<file path="src/rtl/qspi_pkg.sv">
// Shared constants and state encoding for the quad-SPI flash read controller.
// Mode-bit selection for continuous read is made in the top under QSPI_CONT_READ_EN.
package qspi_pkg;

    localparam logic [7:0] CMD_QUAD_READ = 8'hEB;
    localparam logic [7:0] MODE_NO_CONT  = 8'hFF;
    localparam logic [7:0] MODE_CONT     = 8'hA0;

    // Phase lengths in SCK cycles
    localparam int CMD_LEN   = 8;
    localparam int ADDR_LEN  = 6;
    localparam int MODE_LEN  = 2;
    localparam int DUMMY_LEN = 4;

    typedef enum logic [2:0] {
        IDLE,
        CMD,
        ADDR,
        MODE,
        DUMMY,
        DATA,
        STALLED
    } state_t;

    function automatic logic [2:0] last_cnt(input state_t st);
        case (st)
            CMD:     last_cnt = 3'(CMD_LEN - 1);
            ADDR:    last_cnt = 3'(ADDR_LEN - 1);
            MODE:    last_cnt = 3'(MODE_LEN - 1);
            DUMMY:   last_cnt = 3'(DUMMY_LEN - 1);
            default: last_cnt = 3'd0;
        endcase
    endfunction

    function automatic state_t next_phase(input state_t st);
        case (st)
            CMD:     next_phase = ADDR;
            ADDR:    next_phase = MODE;
            MODE:    next_phase = DUMMY;
            DUMMY:   next_phase = DATA;
            default: next_phase = IDLE;
        endcase
    endfunction

endpackage

</file>
<file path="src/rtl/qspi_flash_ctrl.sv">
// Read-only quad-SPI flash master streaming sequential words via Fast Read Quad I/O.
// Define QSPI_CONT_READ_EN to use continuous-read mode and skip the command after the first burst.
module qspi_flash_ctrl
    import qspi_pkg::*;
#(
    parameter int DATA_WIDTH_BYTES = 1,
    parameter int ADDR_BITS        = 24
) (
    input  logic                          clk,
    input  logic                          rstn,
    input  logic [3:0]                    spi_data_in,
    output logic [3:0]                    spi_data_out,
    output logic [3:0]                    spi_data_oe,
    output logic                          spi_select,
    output logic                          spi_clk_out,
    input  logic [ADDR_BITS-1:0]          addr_in,
    input  logic                          start_read,
    input  logic                          stall_read,
    input  logic                          stop_read,
    output logic [8*DATA_WIDTH_BYTES-1:0] data_out,
    output logic                          data_ready,
    output logic                          busy
);

    localparam int NIBS = 2 * DATA_WIDTH_BYTES;
    localparam int NW   = $clog2(NIBS + 1);
    localparam int DW   = 8 * DATA_WIDTH_BYTES;

`ifdef QSPI_CONT_READ_EN
    localparam logic [7:0] MODE_BITS = MODE_CONT;
    localparam logic       CONT_EN   = 1'b1;
`else
    localparam logic [7:0] MODE_BITS = MODE_NO_CONT;
    localparam logic       CONT_EN   = 1'b0;
`endif

    state_t          state_q, state_d;
    logic [2:0]      cnt_q, cnt_d;
    logic [NW-1:0]   nib_q, nib_d;
    logic [23:0]     addr_q, addr_d;
    logic [DW-1:0]   word_q, word_d;
    logic            cont_q, cont_d;
    logic [3:0]      sdo_d, oe_d;
    logic            sel_d, sck_d, drdy_d, busy_d;
    logic [DW-1:0]   dout_d;
    logic [23:0]     addr_w;
    int              pos;

    assign addr_w = 24'(addr_in);

    // Nibble presented on the bus for position c of phase st
    function automatic logic [3:0] tx_nibble(input state_t st, input logic [2:0] c,
                                             input logic [23:0] a);
        case (st)
            CMD:     tx_nibble = {3'b000, CMD_QUAD_READ[7 - int'(c)]};
            ADDR:    tx_nibble = a[(5 - int'(c)) * 4 +: 4];
            MODE:    tx_nibble = MODE_BITS[(1 - int'(c)) * 4 +: 4];
            default: tx_nibble = 4'h0;
        endcase
    endfunction

    always_comb begin
        state_d = state_q;
        cnt_d   = cnt_q;
        nib_d   = nib_q;
        addr_d  = addr_q;
        word_d  = word_q;
        cont_d  = cont_q;
        sdo_d   = spi_data_out;
        oe_d    = spi_data_oe;
        sel_d   = spi_select;
        sck_d   = spi_clk_out;
        dout_d  = data_out;
        drdy_d  = data_ready;
        busy_d  = busy;
        pos     = 0;

        if (busy && stop_read) begin
            state_d = IDLE;
            sel_d   = 1'b1;
            sck_d   = 1'b0;
            oe_d    = 4'b0000;
            sdo_d   = 4'h0;
            busy_d  = 1'b0;
            drdy_d  = 1'b0;
        end else begin
            case (state_q)
                IDLE: begin
                    if (start_read) begin
                        addr_d = addr_w;
                        sel_d  = 1'b0;
                        busy_d = 1'b1;
                        sck_d  = 1'b0;
                        cnt_d  = 3'd0;
                        nib_d  = '0;
                        if (cont_q) begin
                            state_d = ADDR;
                            oe_d    = 4'b1111;
                            sdo_d   = tx_nibble(ADDR, 3'd0, addr_w);
                        end else begin
                            state_d = CMD;
                            oe_d    = 4'b0001;
                            sdo_d   = tx_nibble(CMD, 3'd0, addr_w);
                        end
                    end
                end
                STALLED: begin
                    if (!stall_read) state_d = DATA;
                end
                default: begin
                    sck_d = ~spi_clk_out;
                    if (!spi_clk_out) begin
                        // Rising SCK: sample flash data, high nibble of each byte first
                        if (state_q == DATA) begin
                            pos    = 8 * int'(nib_q >> 1) + (nib_q[0] ? 0 : 4);
                            word_d[pos +: 4] = spi_data_in;
                            nib_d  = nib_q + 1'b1;
                            drdy_d = 1'b0;
                        end
                    end else if (state_q == DATA) begin
                        if (nib_q == NW'(NIBS)) begin
                            dout_d = word_q;
                            drdy_d = 1'b1;
                            nib_d  = '0;
                            if (stall_read) state_d = STALLED;
                        end
                    end else if (cnt_q == last_cnt(state_q)) begin
                        cnt_d   = 3'd0;
                        state_d = next_phase(state_q);
                        if (state_q == CMD) cont_d = CONT_EN;
                        oe_d    = (state_d == ADDR || state_d == MODE) ? 4'b1111 : 4'b0000;
                        sdo_d   = tx_nibble(state_d, 3'd0, addr_q);
                    end else begin
                        cnt_d = cnt_q + 3'd1;
                        sdo_d = tx_nibble(state_q, cnt_d, addr_q);
                    end
                end
            endcase
        end
    end

    always_ff @(posedge clk or negedge rstn) begin
        if (!rstn) begin
            state_q      <= IDLE;
            cnt_q        <= 3'd0;
            nib_q        <= '0;
            addr_q       <= 24'd0;
            word_q       <= '0;
            cont_q       <= 1'b0;
            spi_data_out <= 4'h0;
            spi_data_oe  <= 4'b0000;
            spi_select   <= 1'b1;
            spi_clk_out  <= 1'b0;
            data_out     <= '0;
            data_ready   <= 1'b0;
            busy         <= 1'b0;
        end else begin
            state_q      <= state_d;
            cnt_q        <= cnt_d;
            nib_q        <= nib_d;
            addr_q       <= addr_d;
            word_q       <= word_d;
            cont_q       <= cont_d;
            spi_data_out <= sdo_d;
            spi_data_oe  <= oe_d;
            spi_select   <= sel_d;
            spi_clk_out  <= sck_d;
            data_out     <= dout_d;
            data_ready   <= drdy_d;
            busy         <= busy_d;
        end
    end

endmodule

</file>
<file path="config.mk">
export PLATFORM = sky130hd
export DESIGN_NAME = qspi_flash_ctrl
export DESIGN_NICKNAME = d
export VERILOG_FILES = /design/src/rtl/qspi_pkg.sv /design/src/rtl/qspi_flash_ctrl.sv
export SDC_FILE = /design/constraint.sdc
export NUM_CORES = 1
export LEC_CHECK = 0
export ABC_AREA = 1
export BUFFER_PORTS_ARGS = -buffer_cell sky130_fd_sc_hd__buf_4
export CAP_MARGIN = 20
export CORE_MARGIN = 2
export CORE_UTILIZATION = 30
export DETAILED_ROUTE_END_ITERATION = 10
export PLACE_DENSITY = 0.54
export SETUP_SLACK_MARGIN = 0.3
export SLEW_MARGIN = 30
export SYNTH_ARGS = -nofsm -noshare
export SYNTH_HDL_FRONTEND = slang
export SYNTH_SLANG_ARGS = --single-unit
</file>
<file path="constraint.sdc">
create_clock -name clk -period 3.1 [get_ports clk]
set_input_delay 0.62 -clock clk [delete_from_list [all_inputs] [get_ports clk]]
set_output_delay 0.62 -clock clk [all_outputs]
set_load 0.02 [all_outputs]
</file>
# Yosys cells after proc, flatten, opt, wreduce, memory -nomap -nowiden
# Memories as Yosys holds them, arrays and structs flattened.
# Index checks and enable logic that the tools add are counted.
dict set report word_totals {
  elab_cells 138
  ff_bits 60
  mem_count 1
  romBits 8
  in_bits 33
  out_inout_bits 20
}
# name depth word_bits read_ports rd_ports_with_merged_regs wr line
set mem_list {}
lappend mem_list {{(no name shown)} 8 1 1 0 0 qspi_flash_ctrl.sv:55} ;# CMD: tx_nibble = {3'b000, CMD_QUAD_READ[7 - int'(c)]};
dict set report classes {
  n_eq_ne 22
  addsub 7
  n_bitwise 4
  n_mux 63
  n_shift 4
  n_lt_le_gt_ge 1
  n_reduce_logical 24
}
# operator n
set op_table {}
lappend op_table {{3-bit two-way mux} 22}
lappend op_table {{4-bit two-way mux} 10}
lappend op_table {{5-bit negator with 33-bit output} 1}
lappend op_table {{4-bit by 33-bit variable shift with 8-bit output (first input constant)} 1}
lappend op_table {{4-bit by 33-bit indexed part select with 8-bit output} 1}
lappend op_table {{3-bit case mux with 4 select lines} 2}
lappend op_table {{4-bit case mux with 3 select lines} 2}
lappend op_table {{24-bit by 6-bit indexed part select with 4-bit output} 1}
lappend op_table {{5-bit AND reduction} 4}
lappend op_table {{4-bit case mux with 2 select lines} 2}
lappend op_table {{1-bit two-way mux} 15}
lappend op_table {{3-bit by 2-bit equality test with 1-bit output (second input constant)} 4}
lappend op_table {{3-bit case mux with 2 select lines} 2}
lappend op_table {{2-bit two-way mux} 5}
lappend op_table {{2-bit nonzero test} 5}
lappend op_table {{3-bit equality test (second input constant)} 3}
lappend op_table {{8-bit bitwise mux} 1}
lappend op_table {{4-bit AND reduction} 2}
lappend op_table {{8-bit by 6-bit indexed part select with 4-bit output (first input constant)} 1}
lappend op_table {{3-bit by 3-bit subtractor with 4-bit output (first input constant)} 2}
lappend op_table {{3-bit by 1-bit equality test with 1-bit output (second input constant)} 2}
lappend op_table {{3-bit by 1-bit != test with 1-bit output (second input constant)} 2}
lappend op_table {{3-bit != test (second input constant)} 2}
lappend op_table {{3-bit AND reduction} 2}
lappend op_table {{other kinds (24)} 31}

# Longest topological paths before layout
# Gate-level depths: netlist of the first run.
dict set report depth {
  word_depth 20
  ltp_mapped 16
  mapped_depth_nobuf 15
}

# Worst setup path after synthesis of the first run
# Ideal clock, no wire load.
dict set report synth_path {
  path_kind {register to register}
  from {register cnt_q[0]}
  to {register spi_data_out[0]}
  path_buffers 1
  t_arrival_ns 2.169
  path_stages_with_launch 16
  t_required_ns 3.035
  setup_time_ns 0.065
  path_slack_ns 0.866
  synth_period_minus_slack_ns 2.234
  cell_sequence {dfrtp_1 > buf_2 > clkinv_1 > ha_1 > inv_1 > ha_1 > nand2_1 > a21oi_1 > o21ai_0 > nand2_1 > nand2_1 > nand2_1 > nand2_1 > nand2_1 > nand2_1 > nand2_1}
}
dict set report synth_between {
  elab_chain_len 11
  elab_cells_between_ends 16
  classes_between {add/sub: 4; eq/ne: 1; shift: 2; mux: 8; memory: 1}
}
# element line
set synth_rtl {}
lappend synth_rtl {{start, declared} qspi_flash_ctrl.sv:38} ;# logic [2:0] cnt_q, cnt_d;
lappend synth_rtl {{start signal, assigned} qspi_flash_ctrl.sv:159} ;# cnt_q <= cnt_d;
lappend synth_rtl {{3-bit by 1-bit adder with 3-bit output} qspi_flash_ctrl.sv:134} ;# cnt_d = cnt_q + 3'd1;
lappend synth_rtl {{3-bit by 3-bit subtractor with 4-bit output} qspi_flash_ctrl.sv:55}
lappend synth_rtl {{memory 8 x 1 bit} --}
lappend synth_rtl {{1-bit two-way mux (implied by the code) (2 in a row)} qspi_flash_ctrl.sv:55}
lappend synth_rtl {{4-bit case mux with 3 select lines} qspi_flash_ctrl.sv:54} ;# case (st)
lappend synth_rtl {{4-bit two-way mux (*)} qspi_flash_ctrl.sv:127} ;# end else if (cnt_q == last_cnt(state_q)) begin
lappend synth_rtl {{4-bit two-way mux (*)} qspi_flash_ctrl.sv:120} ;# end else if (state_q == DATA) begin
lappend synth_rtl {{4-bit two-way mux (*)} qspi_flash_ctrl.sv:112} ;# if (!spi_clk_out) begin
lappend synth_rtl {{4-bit case mux with 2 select lines (*)} qspi_flash_ctrl.sv:87} ;# case (state_q)
lappend synth_rtl {{4-bit two-way mux (*)} qspi_flash_ctrl.sv:78} ;# if (busy && stop_read) begin
lappend synth_rtl {{end signal, assigned} qspi_flash_ctrl.sv:164} ;# spi_data_out <= sdo_d;
lappend synth_rtl {{end, declared} qspi_flash_ctrl.sv:12} ;# output logic [3:0] spi_data_out,
# Every way passes the cells marked *; elsewhere a longest branch is shown, timed or not. The select of a mux whose other input is x is not followed.
# A chain may end at the register's enable or synchronous reset.

# Worst setup path in the final report of the first run
# Ends and elaborated chain as after synthesis.

==> flow_summary.ini, run 1 <==
[die]
die_area_sq_mm = 0.0109
rows = 36
die_width_um = 104
core_sq_mm = 0.00977
start_util_pct = 30.8
fp.dieH_um = 104
pin_count = 53

[pwr]
powerDensity_mw_per_mm2 = 1030
clockPowerShare_pct = 18.4
ir_drop_v = 0.000387
leakage_nw = 1.95
seqPwrFrac_pct = 33.0
pwr-share-comb_pct = 48.6
swShare_pct = 44.1
p_switching_mw = 1.69
p_int_mw = 2.14

[sta]
fmax_mhz = 420
setup_tns_ps = 0
worst_slack_ps = 719
final_hold_viol_count = 0
skew_ps = 9.96
fin_crit_ps = 2380
tightestPinTransition_ps = 734
maxSlewViolCount = 0
setup_viol = 0
fin_crit_sh_pct = 76.8
relSlewSlack_pct = 51.1
rsz0062_at_grt = no

[routing]
drt-total-wl_mm = 6.91
wl_per_cell_um = 11.8
dr.pass1.iters = 4
vias = 2654
ant_nets = 0
first_iter_violations = 98
drc_errors = 0
via_per_inst = 4.54

[clock_tree]
clock_sinks = 58
clock_latency_ps = 340
clk_path_buf_depth = 2
cts-buffers-inserted = 9
cts_tree = built
ctsHoldBuffers = 0
cts_setup_buffers = 0
clkTransAtPathRegs_ps = 70
cts-htree-levels = 3
clockRootBuffer = clkbuf_8

[setup_path]
r2r_end = spi_data_out[0]
crit_top_cell = nand2_1
r2r_cells = 14
worstPathArrival_ps = 2650
path_class = reg2reg
r2r_start = cnt_q[0]
cp-end-kind = register
crit_slowest_cell = dfrtp_2
crit_chain = clkinv_1 -> ha_1 -> inv_1 -> ha_1 -> nand2_1 -> a21oi_1 -> o21ai_0 -> nand2_1 -> nand2_1 -> nand2_1 -> nand2_1 -> nand2_1 -> nand2_1 -> nand2_1
r2r_slack_ps = 720
start_kind = register
critPathMaxFanout = 20
slowest_delay_ps = 540
worstPathRequired_ps = 3370

[cells_and_area]
nNetsFinal = 489
nFillCells = 1044
area_growth_syn_to_layout_pct = 23.9
regArea_sq_mm = 0.00145
antenna_cells = 0
final_area_sq_mm = 0.00373
multiInputGateArea_sq_mm = 0.00132
drive_gt1_share_pct = 18.6

[placement]
dpl_worst_slack_ps = 532
port_buffers = 52
place_area_sq_mm = 0.00353
place_congestion = 0.866
hpwl_mm = 5.19

[outcome]
outcome = finished clean

[grt]
grt_pass1_vias = 2726
overflow = 0
antenna_found_initial = 0
grt_max_degree = 59
grt_first_pass_wirelength_mm = 12.3
grt.total_usage_pct = 13.9

[synth]
ys_seq_area_share_pct = 48.3
synthXorXnorAreaFrac_pct = 0
syn-num-nets = 434
synth_fa_ha_area_share_pct = 3.74
synth_cell_types = 28
yosysWarnings = 0
yosys_register_bits = 58
synth_compound_area_share_pct = 12.5
synth_top_family_by_area = simple AND/OR/NAND/NOR gates
avgSynthCellArea_sq_um = 7.68
synth_mux_area_share_pct = 0.333
synth_simple_gate_area_share_pct = 27.1
syn_area_sq_mm = 0.00301
synthCells = 392

[job]
drv_cap = 0

[worst_hold_path]
hp-class = in2async
power by group through the flow:
stage | clock network (mW) | registers (mW) | logic [mW]
final | 0.706 | 1.26 | 1.86
after global routing | 0.760 | 1.30 | 2.18
after CTS | 0.731 | 1.26 | 1.89
after detailed placement | 0 | 1.27 | 1.88
after global placement | 0 | 1.27 | 1.85
after floorplan | 0 | 1.28 | 1.36
worst max-delay path, delay by kind of cell, from the launching register on:
kind                       cells  cell delay [ps]
AOI/OAI and AO/OA              2              220
adders and majority gates      2              740
buffers and inverters          2              240
DFF                            1              540
and+or+nand+nor                8              570
placed cells by master (no fill, tap or decap), types with 2 or more instances in the layout:
cell type and n:
nand4_1 4, clkbuf_1 3, dfrtp_1 56, nor2_4 3, clkbuf_8 11, a21oi_1 14
buf_4 54, ha_1 9, nand3_2 2, nand2_2 3, o21ai_0 56, nand3_1 22
nor2_1 18, inv_1 47, o21ai_1 2, inv_2 3, nand2_1 131
cell families after synthesis:
| family | after synthesis |
|---|---|
| adders and majority gates | 9 |
| AOI/OAI and AO/OA | 74 |
| DFF | 58 |
| muxes | 1 |
| buffers and inverters | 61 |
| and+or+nand+nor | 189 |
through the flow:
| stage | total power [mW] | util (%) | instances | hold WS, ps |
|---|---|---|---|---|
| floorplan | 2.64 | - | 392 | 324 |
| detailed placement | 3.16 | 36.1 | 569 | 468 |
| CTS | 3.89 | 38.1 | 585 | 379 |
| global route | 4.24 | 38.2 | 585 | 408 |
| finish | 3.83 | 38.2 | 585 | 350 |
| global placement | 3.12 | 36.1 | 569 | 468 |
final cells by class:
class / count / share of cell area (%)
sequential: 58 / 39.0
multi-input combinational: 273 / 35.3
timing repair buffer: 54 / 10.9
inverter: 51 / 5.13
tap: 133 / 4.46
clock buffer: 14 / 4.36
clock inverter: 2 / 0.939
worst max-delay path by stage:
stage | from | to | slack, ps | cells past startpoint
6_report | cnt_q[0] | spi_data_out[0] | 720 | 14
3_5_place_dp | cnt_q[0] | spi_data_out[0] | 530 | 14
3_3_place_gp | cnt_q[0] | spi_data_out[0] | 620 | 14
5_1_grt | cnt_q[0] | spi_data_out[0] | 390 | 14
4_1_cts | cnt_q[0] | spi_data_out[0] | 510 | 14
2_1_floorplan | cnt_q[0] | spi_data_out[0] | 870 | 15
layer usage:
layer | global-route usage, % | vias to the layer above | part of all wire (%)
li1 | - | 1362 | -
met1 | 17.9 | 1242 | 48
met2 | 22.5 | 42 | 46
met3 | 3.45 | 8 | 4.0
met4 | 5.21 | 0 | 1.4
met5 | 0 | - | 0
state kept, by name, indices dropped and copies added (netlist names):
signal	cells
spi_clk_out	1
data_ready	1
spi_data_oe	2
busy	1
addr_q	24
state_q	3
word_q	8
nib_q	2
data_out	8
spi_data_out	4
cnt_q	3
spi_select	1
timing repair:
item,CTS,global route
setup endpoints to repair,0,4
gates resized for setup,0,1
endpoints found under the hold margin,0,0
synth_stat cells:
| cell type | n | area [sq um] |
|---|---|---|
| or2_2 | 1 | 6.26 |
| or2_4 | 1 | 8.76 |
| buf_4 | 2 | 15.0 |
| nor3_4 | 1 | 16.3 |
| nand3_1 | 22 | 110 |
| o21ai_0 | 56 | 280 |
| o22ai_1 | 1 | 6.26 |
| buf_2 | 5 | 25.0 |
| nor2_4 | 3 | 33.8 |
| nor2_1 | 18 | 67.6 |
| nand3_2 | 2 | 20.0 |
| nand4_1 | 4 | 25.0 |
| clkinv_1 | 1 | 3.75 |
| nor3_1 | 1 | 5.00 |
| nand2_1 | 131 | 492 |
| inv_1 | 47 | 176 |
| o21ai_1 | 2 | 10.0 |
| dfrtp_1 | 57 | 1430 |
| clkbuf_1 | 3 | 11.3 |
| ha_1 | 9 | 113 |
| inv_2 | 3 | 11.3 |
| mux2i_1 | 1 | 10.0 |
| o2111ai_1 | 1 | 8.76 |
| nand3b_1 | 1 | 7.51 |
| nand2_2 | 3 | 18.8 |
| nor2_2 | 1 | 6.26 |
| a21oi_1 | 14 | 70.1 |
| dfstp_2 | 1 | 26.3 |
Note: power is estimated with default switching activity, not from simulation.
==> run 2: changes to the inputs <==
- ABC_AREA: 1 -> 0
- clock period: 3.1 -> 2.3 ns (I/O delays scaled with it)
==> run 2 against run 1 <==
  * Clock-buffer cell count shrank 2
  * Critical endpoint is now spi_data_out[1]
  * Combinational power grew 82%
  * Sequential power grew 48%
  * Sequential cell count did not move
  * Worst setup slack lost 700 ps
  * Register-to-register slack lost 700 ps
  * Hold slack got worse by 190 ps
  * Maximum frequency increased by 4.5%
  * Via count is 5.4% lower
  * Area after synthesis is 2.3% higher
  * Sequential share of layout area decreased by 3.8 points
  * Largest power group unchanged
==> flow_summary.ini, run 2 <==
[outcome]
outcome = finished clean

[synth]
synth_edf_count = 0
synth-async-reset-ratio_pct = 100
yosysTopAreaCell = dfrtp_1
syn-num-nets = 331
yosys.area.top_type_share_pct = 46.3
yosys-top-cells-area = dfrtp_1 (46%), mux2_2 (14%), ha_1 (3.7%)
synthFlopType = dfrtp_1
synth_cell_types = 51
yosys_register_bits = 58
synth_common_cells = dfrtp_1 (57), mux2_2 (37), nand2_1 (24)
syn_area_sq_mm = 0.00308
avgSynthCellArea_sq_um = 10.7
ys_seq_area_share_pct = 47.2
yosysWarnings = 0
synthCells = 289
synth.most_common_cell = dfrtp_1

[grt]
grt.total_usage_pct = 14.6
grt_first_pass_wirelength_mm = 12.6
overflow = 0
grt_max_degree = 59
grt_pass1_vias = 2539
antenna_found_initial = 0

[clock_tree]
ctsHoldBuffers = 0
clkTransAtPathRegs_ps = 70
clock_sinks = 58
clock_latency_ps = 350
cts_tree = built
clockRootBuffer = clkbuf_8
cts-htree-levels = 3
cts-buffers-inserted = 9
clk_path_buf_depth = 2

[routing]
first_iter_violations = 92
drc_errors = 0
wl_per_cell_um = 15.3
dr.pass1.iters = 4
vias = 2510
drt-total-wl_mm = 7.69
via_per_inst = 4.98
ant_nets = 0

[cells_and_area]
drive_gt1_share_pct = 44.2
nFillCells = 955
largest_reg_flops = 24
top_regs = addr_q: 24 flops, data_out: 8 flops, word_q: 8 flops
area_growth_syn_to_layout_pct = 34.3
mostFrequentLayoutCells = buf_4 (81), dfrtp_1 (55), mux2_2 (37)
nNetsFinal = 408
antenna_cells = 0
largest_register = addr_q
final_cell_count_no_fill = 504
final_common_cell = buf_4

[job]
drv_cap = 0

[sta]
final_hold_viol_count = 0
setup_viol = 0
tightestPinTransition_ps = 748
setup_tns_ps = 0
rsz0062_at_grt = yes
relSlewSlack_pct = 50.1
fin_crit_ps = 2280
fin_crit_sh_pct = 99.1
maxSlewViolCount = 0
skew_ps = 7.46
fmax_mhz = 439

[setup_path]
r2r_start = cnt_q[0]
cp_num_buf_inv = 4
cp_num_cells = 11
slowest_delay_ps = 490
start_kind = register
crit_chain = buf_6 -> inv_4 -> ha_4 -> inv_4 -> ha_4 -> buf_12 -> mux4_2 -> nand2_1 -> a21oi_1 -> nor3_1 -> o21ai_1
cp-end-kind = register
path_class = reg2reg
crit_path_end = spi_data_out[1]
startpoint = cnt_q[0]
worstPathArrival_ps = 2520
r2r_cells = 11
r2r_slack_ps = 20
critPathMaxFanout = 4
r2r_end = spi_data_out[1]
worstPathRequired_ps = 2540
crit_family = adder cells
crit_slowest_cell = mux4_2

[worst_hold_path]
hp-class = in2async

[placement]
port_buffers = 52
dp_cells = 483
hpwl_mm = 5.50
place_congestion = 0.862

[pwr]
leakage_nw = 1.89
ir_drop_v = 0.000417
finalPower_mw = 6.35
powerDensity_mw_per_mm2 = 1540

[die]
die_width_um = 105
pin_count = 53
start_util_pct = 31.2
rows = 36
core_sq_mm = 0.00986
fp.dieH_um = 105
die_area_sq_mm = 0.0111
-- run 2: cell types whose count changed in the layout (fill, tap and decap cells not counted), sizes merged, moves of 7 or more --
cell,delta
buf,+29
o21ai,-39
inv,-31
nand3,-7
nor2,-11
nand2,-110
mux2,+37
-- run 2: kinds of logic after synthesis --
group	Yosys count	share of synthesized area (%)
AO/OA/AOI/OAI	62	13.0
XOR/XNOR	2	0.569
adder cells (fa/ha/maj)	9	3.66
buffers and inverters	36	5.40
flip-flops	58	47.2
multiplexers	44	17.4
AND/OR/NAND/NOR	78	12.8
-- run 2: final cells by class --
cell class,count,area (sq um),share of cell area [%]
Clock buffer,12,165,3.99
Inverter,19,76.3,1.84
Clock inverter,4,72.6,1.75
Timing Repair Buffer,83,639,15.5
Tap cell,133,166,4.02
Sequential cell,58,1460,35.2
Multi-Input combinational cell,195,1560,37.8
-- run 2: metrics by stage --
step                hold WS (ps)  instance area (sq um)  utilization (%)  setup WS [ps]
global route                 226                   4140             41.9          -52.1
finish                       162                   4140             41.9           21.5
global placement             451                   3770             38.2           51.9
CTS                          192                   4090             41.4           33.7
floorplan                    164                   3140                -          -2.47
detailed placement           452                   3770             38.2          -26.7
-- run 2: worst min-delay path by stage --
stage | startpoint | endpoint | cells past startpoint
CTS | rstn | addr_q[0] | 1
finish | rstn | addr_q[0] | 1
floorplan | rstn | addr_q[0] | 0
detailed placement | spi_select | spi_select | 2
global route | rstn | addr_q[0] | 1
global placement | spi_select | spi_select | 2
-- run 2: layer usage --
metal,global-route usage (%),wire (um),up-vias
met4,6.86,149,0
met5,0,0,-
met3,3.53,334,14
li1,-,-,1196
met1,18.6,3420,1235
met2,23.2,3790,65
-- run 2: where the power goes --
group          switching, mW  total, mW  internal (mW)
sequential             0.352       1.86           1.50
combinational           1.65       3.38           1.73
clock                  0.420       1.12          0.696
-- run 2: timing repair --
| action | in CTS | in global routing |
|---|---|---|
| cloned | 0 | 0 |
| setup endpoints to repair | 12 | 18 |
| buffers inserted | 4 | 1 |
| pin swaps | 10 | 3 |
| resized for setup | 12 | 9 |
-- run 2: worst register-to-register path, stage by stage (launching register included) --
cell and delay [ps]:
dfrtp_1 430, buf_6 130, inv_4 40, ha_4 270, inv_4 40, ha_4 300, buf_12 110, mux4_2 490
nand2_1 80, a21oi_1 60, nor3_1 140, o21ai_1 70
==> run 3: changes to the inputs <==
- BUFFER_PORTS_ARGS: -buffer_cell sky130_fd_sc_hd__buf_4 -> -buffer_cell sky130_fd_sc_hd__buf_2
==> run 3 against run 2 <==
  * Non-clock buffer count decreased by 2
  * Critical endpoint is now spi_data_out[0]
  * Highest routed layer unchanged
  * Register-to-register slack barely moved
  * Critical path type unchanged
  * Maximum frequency increased by 0.47%
==> flow_summary.ini, run 3 (same netlist as run 2, synthesis figures left out) <==
[die]
core_sq_mm = 0.00986
pin_count = 53
start_util_pct = 31.2
die_width_um = 105
fp.dieH_um = 105
die_area_sq_mm = 0.0111
rows = 36

[setup_path]
r2r_slack_ps = 30
crit_family = adder cells
crit_slowest_cell = mux4_2
worstPathRequired_ps = 2520
crit_top_cell = ha_4
r2r_end = spi_data_out[0]
path_class = reg2reg
worstPathArrival_ps = 2490
r2r_cells = 10
startpoint = cnt_q[0]
cp-end-kind = register
critPathMaxFanout = 5
cp_num_cells = 10
crit_chain = buf_6 -> inv_6 -> ha_4 -> inv_4 -> ha_4 -> mux4_2 -> nand2_2 -> a21oi_2 -> a211oi_2 -> o31ai_1
crit_path_end = spi_data_out[0]
start_kind = register
cp_num_buf_inv = 3
r2r_start = cnt_q[0]
slowest_delay_ps = 510

[placement]
hpwl_mm = 5.57
place_congestion = 0.875
dpl_worst_slack_ps = 24.0
place_area_sq_mm = 0.00364
port_buffers = 52

[routing]
wl_per_cell_um = 15.2
ant_nets = 0
first_iter_violations = 97
drt-total-wl_mm = 7.61
dr.pass1.iters = 5
drc_errors = 0
vias = 2462
via_per_inst = 4.90

[cells_and_area]
final_area_sq_mm = 0.00389
mostFrequentLayoutCells = dfrtp_1 (56), buf_2 (52), mux2_2 (37)
antenna_cells = 0
drive_gt1_share_pct = 41.2
nFillCells = 1006
largest_register = addr_q
area_growth_syn_to_layout_pct = 26.2
top_regs = addr_q: 24 flops, data_out: 8 flops, word_q: 8 flops
nNetsFinal = 406
largest_reg_flops = 24
final_common_cell = dfrtp_1

[clock_tree]
clkTransAtPathRegs_ps = 70
clock_latency_ps = 340
clock_sinks = 58
clk_path_buf_depth = 2
cts-htree-levels = 3
ctsHoldBuffers = 0
cts-buffers-inserted = 9
clockRootBuffer = clkbuf_8
cts_tree = built

[grt]
grt_max_degree = 26
grt_first_pass_wirelength_mm = 12.0
grt.total_usage_pct = 14.0
grt_pass1_vias = 2407
antenna_found_initial = 0
overflow = 0

[pwr]
ir_drop_v = 0.000325
leakage_nw = 1.81
powerDensity_mw_per_mm2 = 1490
finalPower_mw = 5.80

[worst_hold_path]
hp-class = in2async

[sta]
skew_ps = 7.25
setup_viol = 0
fmax_mhz = 441
relSlewSlack_pct = 65.0
final_hold_viol_count = 0
maxSlewViolCount = 0
fin_crit_sh_pct = 98.6
hold_ws_ps = 91.8
tightestPinTransition_ps = 524
rsz0062_at_grt = yes
worst_slack_ps = 32.1
fin_crit_ps = 2270

[outcome]
outcome = finished clean

[job]
drv_cap = 0
[run 3: changes by cell type in the layout (fill, tap and decap cells not counted), sizes merged]
| cell | before | now |
|---|---|---|
| clkinvlp | 1 | 0 |
| clkbuf | 12 | 13 |
| clkinv | 1 | 3 |
| bufinv | 2 | 0 |
| buf | 83 | 81 |
[run 3: per-stage QoR]
step | utilization (%) | TNS (ps) | cells
global route | 39.4 | -173 | 502
CTS | 38.7 | 0 | 498
finish | 39.4 | 0 | 502
floorplan | - | -2.47 | 289
global placement | 36.9 | 0 | 481
detailed placement | 36.9 | 0 | 481
[run 3: what timing repair did]
action                                  in CTS  in global routing
resized for setup                            6                 10
endpoints found under the setup margin      13                 21
setup buffers                                1                  4
pin swaps                                    6                  6
[run 3: worst register-to-register path: stages, from the launching register on]
cell and delay, ps:
dfrtp_1 420, buf_6 140, inv_6 30, ha_4 280, inv_4 50, ha_4 300, mux4_2 510, nand2_2 90
a21oi_2 60, a211oi_2 200, o31ai_1 80
[run 3: final cells by class]
class                           count  area, sq um  area share [%]
Sequential cell                    58         1450            37.4
Inverter                           19         78.8            2.03
Multi-Input combinational cell    195         1530            39.4
Clock inverter                      3         15.0           0.386
Tap cell                          133          166            4.28
Timing Repair Buffer               81          494            12.7
Clock buffer                       13          149            3.83
[run 3: where the power goes]
part / switching, mW / internal, mW / total, mW
logic: 1.61 / 1.53 / 3.14
registers: 0.338 / 1.50 / 1.84
clock network: 0.398 / 0.416 / 0.813
[run 3: how the worst min path moves through the flow]
stage,to,slack [ps],cells past startpoint
2_1_floorplan,addr_q[0],160,0
3_3_place_gp,spi_select,450,2
6_report,addr_q[19],90,1
3_5_place_dp,spi_select,460,2
5_1_grt,addr_q[19],120,1
4_1_cts,addr_q[19],100,1
[run 3: per-layer routing]
layer	GRT usage (%)	wire length, um	vias to the layer above
met5	0	0	-
met4	7.14	163	0
met3	1.98	237	12
met2	22.6	3650	46
met1	18.1	3560	1215
li1	-	-	1189
